## config.mk

```make
export PLATFORM = sky130hd
export DESIGN_NAME = can_tx_scheduler
export DESIGN_NICKNAME = d
export VERILOG_FILES = /design/src/rtl/can_tx_scheduler.sv
export SDC_FILE = /design/constraint.sdc
export NUM_CORES = 1
export LEC_CHECK = 0
export ABC_AREA = 0
export BUFFER_PORTS_ARGS = -buffer_cell sky130_fd_sc_hd__buf_2
export CORE_MARGIN = 2
export CORE_UTILIZATION = 56
export CTS_BUF_LIST = sky130_fd_sc_hd__clkbuf_4 sky130_fd_sc_hd__clkbuf_8 sky130_fd_sc_hd__clkbuf_16
export DETAILED_ROUTE_END_ITERATION = 8
export PLACE_DENSITY = 0.85
export SYNTH_ARGS = -nofsm -noshare
export SYNTH_HDL_FRONTEND = slang
export SYNTH_SLANG_ARGS = --single-unit
```

## constraint.sdc

```tcl
create_clock -name sys_clk -period 2.9 [get_ports sys_clk]
set_input_delay 0.435 -clock sys_clk [delete_from_list [all_inputs] [get_ports sys_clk]]
set_output_delay 0.435 -clock sys_clk [all_outputs]
set_load 0.01 [all_outputs]
```

## src/rtl/can_tx_scheduler.sv

```systemverilog
// TX message scheduler: picks the HPB or FIFO slot, reads the frame's four words from
// the register bank, hands the frame to the TX engine, then retires, retries or drops it.
module can_tx_scheduler #(
   parameter int ACK_TIMEOUT = 16,
   parameter int MAX_RETRY   = 3
) (
   input  logic        sys_clk,
   input  logic        IP2Can_reset,
   input  logic        fifo_req,
   input  logic        hpb_req,
   output logic        DEMUX2Can_CS,
   output logic [7:0]  DEMUX2Can_addr,
   input  logic [31:0] Can2DEMUX_data,
   input  logic        Can2DEMUX_ack,
   output logic        frame_valid,
   input  logic        frame_ready,
   output logic [31:0] frame_id,
   output logic [31:0] frame_dlc,
   output logic [31:0] frame_dw1,
   output logic [31:0] frame_dw2,
   output logic        frame_src,
   input  logic        tx_done,
   input  logic        tx_fail,
   output logic        fifo_done,
   output logic        hpb_done,
   output logic        frame_drop,
   output logic        timeout_err,
   output logic        busy
);

   typedef enum logic [2:0] {
      S_IDLE,
      S_FETCH,
      S_GAP,
      S_PRESENT,
      S_WAIT_DONE
   } state_t;

   state_t      r_state;
   logic [1:0]  r_idx;
   logic [7:0]  r_tcnt;
   logic [7:0]  r_retry;
   logic        r_retry_pend;
   logic        r_retry_src;
   logic        r_src;
   logic        r_cs;
   logic [7:0]  r_addr;
   logic [31:0] r_id;
   logic [31:0] r_dlc;
   logic [31:0] r_dw1;
   logic [31:0] r_dw2;
   logic        r_valid;
   logic        r_fifo_done;
   logic        r_hpb_done;
   logic        r_drop;
   logic        r_terr;
   logic        r_busy;

   logic [7:0]  w_retry_nx;
   logic        w_retry_last;
   logic        w_tmo_hit;

   assign w_retry_nx   = r_retry + 8'd1;
   assign w_retry_last = (w_retry_nx == 8'(MAX_RETRY));
   assign w_tmo_hit    = (r_tcnt == 8'(ACK_TIMEOUT - 1));

   always_ff @(posedge sys_clk) begin
      if (IP2Can_reset) begin
         r_state      <= S_IDLE;
         r_idx        <= 2'd0;
         r_tcnt       <= 8'd0;
         r_retry      <= 8'd0;
         r_retry_pend <= 1'b0;
         r_retry_src  <= 1'b0;
         r_src        <= 1'b0;
         r_cs         <= 1'b0;
         r_addr       <= 8'd0;
         r_id         <= 32'd0;
         r_dlc        <= 32'd0;
         r_dw1        <= 32'd0;
         r_dw2        <= 32'd0;
         r_valid      <= 1'b0;
         r_fifo_done  <= 1'b0;
         r_hpb_done   <= 1'b0;
         r_drop       <= 1'b0;
         r_terr       <= 1'b0;
         r_busy       <= 1'b0;
      end else begin
         r_fifo_done <= 1'b0;
         r_hpb_done  <= 1'b0;
         r_drop      <= 1'b0;
         r_terr      <= 1'b0;
         case (r_state)
            S_IDLE: begin
               if (hpb_req || fifo_req) begin
                  r_src   <= hpb_req;
                  r_addr  <= hpb_req ? 8'h40 : 8'h30;
                  r_idx   <= 2'd0;
                  r_tcnt  <= 8'd0;
                  r_cs    <= 1'b1;
                  r_busy  <= 1'b1;
                  r_state <= S_FETCH;
                  // Only a retry of the same slot keeps its failure count.
                  if (!(r_retry_pend && (r_retry_src == hpb_req))) begin
                     r_retry      <= 8'd0;
                     r_retry_pend <= 1'b0;
                  end
               end
            end
            S_FETCH: begin
               if (Can2DEMUX_ack) begin
                  case (r_idx)
                     2'd0:    r_id  <= Can2DEMUX_data;
                     2'd1:    r_dlc <= Can2DEMUX_data;
                     2'd2:    r_dw1 <= Can2DEMUX_data;
                     default: r_dw2 <= Can2DEMUX_data;
                  endcase
                  r_cs    <= 1'b0;
                  r_state <= S_GAP;
               end else if (w_tmo_hit) begin
                  r_terr  <= 1'b1;
                  r_cs    <= 1'b0;
                  r_busy  <= 1'b0;
                  r_state <= S_IDLE;
               end else begin
                  r_tcnt <= r_tcnt + 8'd1;
               end
            end
            S_GAP: begin
               if (r_idx == 2'd3) begin
                  r_valid <= 1'b1;
                  r_state <= S_PRESENT;
               end else begin
                  r_idx   <= r_idx + 2'd1;
                  r_addr  <= r_addr + 8'd4;
                  r_tcnt  <= 8'd0;
                  r_cs    <= 1'b1;
                  r_state <= S_FETCH;
               end
            end
            S_PRESENT: begin
               if (frame_ready) begin
                  r_valid <= 1'b0;
                  r_state <= S_WAIT_DONE;
               end
            end
            S_WAIT_DONE: begin
               if (tx_done) begin
                  r_hpb_done   <= r_src;
                  r_fifo_done  <= ~r_src;
                  r_retry_pend <= 1'b0;
                  r_busy       <= 1'b0;
                  r_state      <= S_IDLE;
               end else if (tx_fail) begin
                  r_retry <= w_retry_nx;
                  r_busy  <= 1'b0;
                  r_state <= S_IDLE;
                  if (w_retry_last) begin
                     r_drop       <= 1'b1;
                     r_hpb_done   <= r_src;
                     r_fifo_done  <= ~r_src;
                     r_retry_pend <= 1'b0;
                  end else begin
                     r_retry_pend <= 1'b1;
                     r_retry_src  <= r_src;
                  end
               end
            end
            default: begin
               r_cs    <= 1'b0;
               r_valid <= 1'b0;
               r_busy  <= 1'b0;
               r_state <= S_IDLE;
            end
         endcase
      end
   end

   assign DEMUX2Can_CS   = r_cs;
   assign DEMUX2Can_addr = r_addr;
   assign frame_valid    = r_valid;
   assign frame_id       = r_id;
   assign frame_dlc      = r_dlc;
   assign frame_dw1      = r_dw1;
   assign frame_dw2      = r_dw2;
   assign frame_src      = r_src;
   assign fifo_done      = r_fifo_done;
   assign hpb_done       = r_hpb_done;
   assign frame_drop     = r_drop;
   assign timeout_err    = r_terr;
   assign busy           = r_busy;

endmodule

```

==> Word-level counts from Yosys, hierarchy flattened <==
Index checks and enable logic that the tools add are counted.
{ "totals": {"reg_bits": 167, "inputBits": 40, "out_inout_bits": 144, "wordCells": 134} }
{ "op_classes": {"add_sub_neg": 4, "eq_ne": 22, "muxes": 51, "bitwise": 10, "reduce_logical": 28} }
{ "op_table": {"columns": ["operator", "n"], "rows": [
  ["two-way mux 8 bit", 10],
  ["case mux 8 bit (2 select lines)", 2],
  ["case mux 8 bit (3 select lines)", 1],
  ["two-way mux 1 bit", 22],
  ["inequality test 2 bit, second input constant", 10],
  ["two-way mux 3 bit", 6],
  ["AND reduction 3 bit", 6],
  ["adder 8 x 1 -> 8 bit, second input constant", 2],
  ["AND reduction 4 bit", 4],
  ["case mux 3 bit (5 select lines)", 1],
  ["AND reduction 5 bit", 3],
  ["NOT 1 bit", 10],
  ["OR reduction 3 bit", 3],
  ["adder 8 x 3 -> 8 bit, second input constant", 1],
  ["== test 8 x 2 -> 1 bit, second input constant", 1],
  ["== test 8 x 4 -> 1 bit, second input constant", 1],
  ["case mux 1 bit (4 select lines)", 2],
  ["two-way mux 7 bit", 1],
  ["== test 3 x 2 -> 1 bit, second input constant", 2],
  ["two-way mux 2 bit", 3],
  ["inequality test 3 bit, second input constant", 2],
  ["OR reduction 2 bit", 3],
  ["== test 2 bit, second input constant", 2],
  ["case mux 2 bit (2 select lines)", 1],
  ["other kinds (15)", 16]
]} }

==> Longest topological paths before layout <==
{ "logic_depth": {"depth_word": 6, "ltp_mapped": 8, "mapped_depth_nobuf": 6} }

==> Worst setup path before layout <==
Ideal clock, no wire load.
{ "synth_path": {"path_kind": "reg2reg", "from": "register r_retry[1]", "to": "register r_fifo_done (netlist: fifo_done)", "setup_ns": 0.092, "arrival_time_ns": 1.849, "required_time_ns": 2.808, "setup_slack_ns": 0.960, "path_stages_with_launch": 7, "path_buffers": 0, "synth_period_minus_slack_ns": 1.940, "cell_sequence": "dfxtp_1 ha_1 xor2_1 or4_1 a222oi_1 a21oi_1 nor4_1"} }
{ "synth_between": {"elab_chain_cells": 5} }
{ "synth_lines": {"columns": ["item", "line_no", "rtl"], "rows": [
  ["start: declaration", "42", "logic [7:0] r_retry;"],
  ["start signal: assignment", "155", "r_retry <= w_retry_nx;"],
  ["adder 8 x 1 -> 8 bit", "63", "assign w_retry_nx = r_retry + 8'd1;"],
  ["== test 8 x 2 -> 1 bit", "64", "assign w_retry_last = (w_retry_nx == 8'(MAX_RETRY));"],
  ["two-way mux 1 bit", "158", "if (w_retry_last) begin"],
  ["two-way mux 1 bit", "154", "end else if (tx_fail) begin"],
  ["two-way mux 1 bit", "148", "if (tx_done) begin"],
  ["end signal: assignment", "150", "r_fifo_done <= ~r_src;"],
  ["end signal: assignment", "161", "r_fifo_done <= ~r_src;"],
  ["end: declaration", "53", "logic r_fifo_done;"]
]} }
No other way between the ends.
A chain may end at the register's enable or synchronous reset.

==> Worst setup path in the final report <==
{ "layout_path": {"from": "register r_state[0]", "to": "register r_dw2[15] (netlist: frame_dw2[15])"} }
{ "layout_between": {"elab_chain_cells": 2} }
{ "layout_lines": {"columns": ["item", "line_no", "rtl"], "rows": [
  ["start: declaration", "39", "state_t r_state;"],
  ["start signal: assignment", "69", "r_state <= S_IDLE;"],
  ["start signal: assignment", "102", "r_state <= S_FETCH;"],
  ["start signal: assignment", "119", "r_state <= S_GAP;"],
  ["== test 3 x 1 -> 1 bit", "93", "case (r_state)"],
  ["AND reduction 3 bit (no line)", null, null],
  ["end signal: assignment", "116", "default: r_dw2 <= Can2DEMUX_data;"],
  ["end: declaration", "51", "logic [31:0] r_dw2;"]
]} }
No other way between the ends.

==> results.py <==
metrics = {
    "timing": {
        "fin_crit_sh_pct": 83.0,
        "period_needed_ps": 2410,
        "finClkSkew_ps": 5.37,
        "fmax_mhz": 415,
        "setup_tns_ps": 0,
        "rsz0062_at_grt": "false",
        "hold_viol_final": 0,
        "tightestPinTransition_ps": 672,
        "setup_ws_ps": 493,
        "slew_headroom_pct": 55.2,
        "slew_violations": 0,
        "setup_viol": 0,
    },
    "cells_and_area": {
        "final_nets": 1010,
        "final_cell_mix": "nand2_1, buf_2, dfxtp_1",
        "drive_gt1_share_pct": 24.1,
        "area_growth_pct": 23.5,
        "final_common_cell": "nand2_1",
        "antennaDiodeCount": 0,
        "stdcell_area_mm2": 0.00794,
        "fin_util_pct": 70.1,
    },
    "placement": {
        "gp_congestion": 0.848,
        "numPortBuffers": 181,
        "dpl_cell_area_mm2": 0.00734,
        "place_ws_ps": 530,
        "dp_hpwl_um": 11600,
    },
    "worst_setup_path": {
        "startpoint_type": "flop",
        "cp.required_ps": 3250,
        "endpoint_kind": "flop",
        "crit_arrival_ps": 2750,
        "crit_fanout": 21,
        "path_class": "reg2reg",
    },
    "floorplanning": {
        "initial_core_util_pct": 56.8,
        "rows": 39,
        "die-area_mm2": 0.0123,
        "die_w_um": 111,
        "die_h_um": 111,
        "ios": 184,
        "core_area_mm2": 0.0113,
    },
    "grt": {
        "overflow": 0,
        "grt_pass1_vias": 5640,
        "grtUsageTotal_pct": 28.3,
        "antenna_found_initial": 0,
        "grt_start_max_net_pins": 69,
        "grt_pass1_wl_um": 28000,
    },
    "yosys": {
        "synth-seq-cells": 165,
        "yosysSeqAreaShare_pct": 51.4,
        "async_flop_share_pct": 0,
        "synth_ff_type": "dfxtp_1",
        "synth-edff-count": 0,
        "syn_inst": 807,
        "ys_warn_count": 0,
        "syn_avg_cell_area_um2": 7.96,
        "synth_cell_types": 53,
        "synth_area_mm2": 0.00642,
    },
    "power_and_ir_drop": {
        "ir_worst_vdd_mv": 0.451,
        "p_leak_nw": 3.26,
        "power.density_mw_per_mm2": 634,
    },
    "routing": {
        "drt_iter0_markers": 480,
        "drcViolationCount": 0,
        "first_pass_iters": 5,
        "vias": 6168,
        "antenna_left": 0,
        "wire_per_inst_um": 15.5,
        "avgViaCountPerCell": 5.52,
        "wirelength_um": 17300,
    },
    "clocking": {
        "tritoncts": "built",
        "path_clk_slew_ps": 60,
        "post_cts_buffers": 0,
        "numCtsBuffers": 17,
        "clkSinkCount": 165,
        "cts_hold_buf": 0,
        "worstSkewPairLatency_ps": 430,
        "clock-root-buffer": "clkbuf_16",
        "postCtsResizedCells": 0,
        "h-tree-depth": 4,
        "clk_path_buf_depth": 2,
    },
    "status": {
        "status": "complete, no violations",
    },
    "run": {
        "max_cap_viol_count": 0,
    },
    "min_path": {
        "hp-class": "in2reg",
    },
}
[where the power goes]
| part | switching [W] | internal, W |
|---|---|---|
| clock network | 0.000871 | 0.00138 |
| registers | 0.0000497 | 0.00232 |
| logic | 0.000268 | 0.000140 |
| total | 0.00119 | 0.00384 |
[synth_stat cells, types with 2 or more instances]
cell        n  area, µm²
nand2_1   275       1030
dfxtp_1   165       3300
a21oi_1   148        741
clkbuf_1   39        146
nor2_1     30        113
o21ai_0    15       75.1
buf_2      14       70.1
nor3_1     13       65.1
inv_1      10       37.5
ha_1        9        113
nor2b_1     7       43.8
xnor2_1     7       61.3
nor4_1      5       31.3
a211oi_1    4       30.0
a22oi_1     4       30.0
a311oi_1    4       35.0
and2_0      4       25.0
nand3_1     4       20.0
nand2b_1    3       18.8
nand4_1     3       18.8
nor3b_1     3       22.5
or4_1       3       22.5
buf_4       2       15.0
buf_6       2       22.5
clkbuf_8    2       27.5
mux2i_1     2       20.0
o211a_1     2       20.0
o31ai_1     2       15.0
xor2_1      2       17.5
[sequential cells by signal (all words and copies together) (netlist names), 2 cells and up]
| register | flops |
|---|---|
| frame_id | 32 |
| r_idx | 2 |
| DEMUX2Can_addr | 6 |
| r_tcnt | 8 |
| frame_dlc | 32 |
| frame_dw2 | 32 |
| frame_dw1 | 32 |
| r_retry | 8 |
| r_state | 3 |
[cell families (layout without fill, tap and decap cells)]
| logic type | Yosys count | in the layout | synth area share, % |
|---|---|---|---|
| AO/OA/AOI/OAI | 193 | 193 | 16.9 |
| XOR/XNOR | 9 | 9 | 1.23 |
| adder cells (fa/ha/maj) | 9 | 9 | 1.75 |
| buffers and inverters | 69 | 235 | 4.97 |
| flip-flops | 165 | 165 | 51.4 |
| multiplexers | 3 | 3 | 0.487 |
| other | 1 | 2 | 0.0584 |
| AND/OR/NAND/NOR | 358 | 358 | 23.2 |
[path summary, 6_finish.rpt]
kind	end	cells past startpoint	slack, ps	startpoint
worst min-delay path	frame_dlc[8]$_SDFFE_PP0P_	3	280	Can2DEMUX_data[8]
worst max-delay path	frame_dw2[15]$_SDFFE_PP0P_	6	490	r_state[0]$_SDFFE_PP0P_
worst min register to register	frame_dlc[14]$_SDFFE_PP0P_	2	450	frame_dlc[14]$_SDFFE_PP0P_
worst max register to register	frame_dw2[15]$_SDFFE_PP0P_	6	490	r_state[0]$_SDFFE_PP0P_
[area by class of cell]
class	instances	area, µm²
fill	937	3380
clock inverter	8	97.6
timing repair buffer	193	1010
inverter	10	37.5
clock buffer	24	503
sequential	165	3300
multi-input combinational	574	2810
tap	143	179
[layer usage]
layer / track usage, % / share of wire [%] / up-vias
met1: 35.7 / 41 / 2866
met4: 11.9 / 2.8 / 0
met5: 0 / 0 / -
met3: 7.27 / 8.6 / 41
li1: - / - / 2989
met2: 46.3 / 48 / 272
[worst max-delay path, stage by stage (launching register included)]
cell,delay (ps)
dfxtp_1,620
nand2_1,130
nor3_1,490
and2_1,490
buf_4,340
nand2_1,90
a21oi_1,160
[through the flow]
stage	cells	total power (W)	hold slack [ps]
2_1_floorplan	808	0.00266	445
3_3_place_gp	1085	0.00281	438
3_5_place_dp	1085	0.00282	443
4_1_cts	1117	0.00505	273
5_1_grt	1117	0.00519	287
6_report	1117	0.00503	284
No activity file was read; power rests on OpenSTA's default activity.
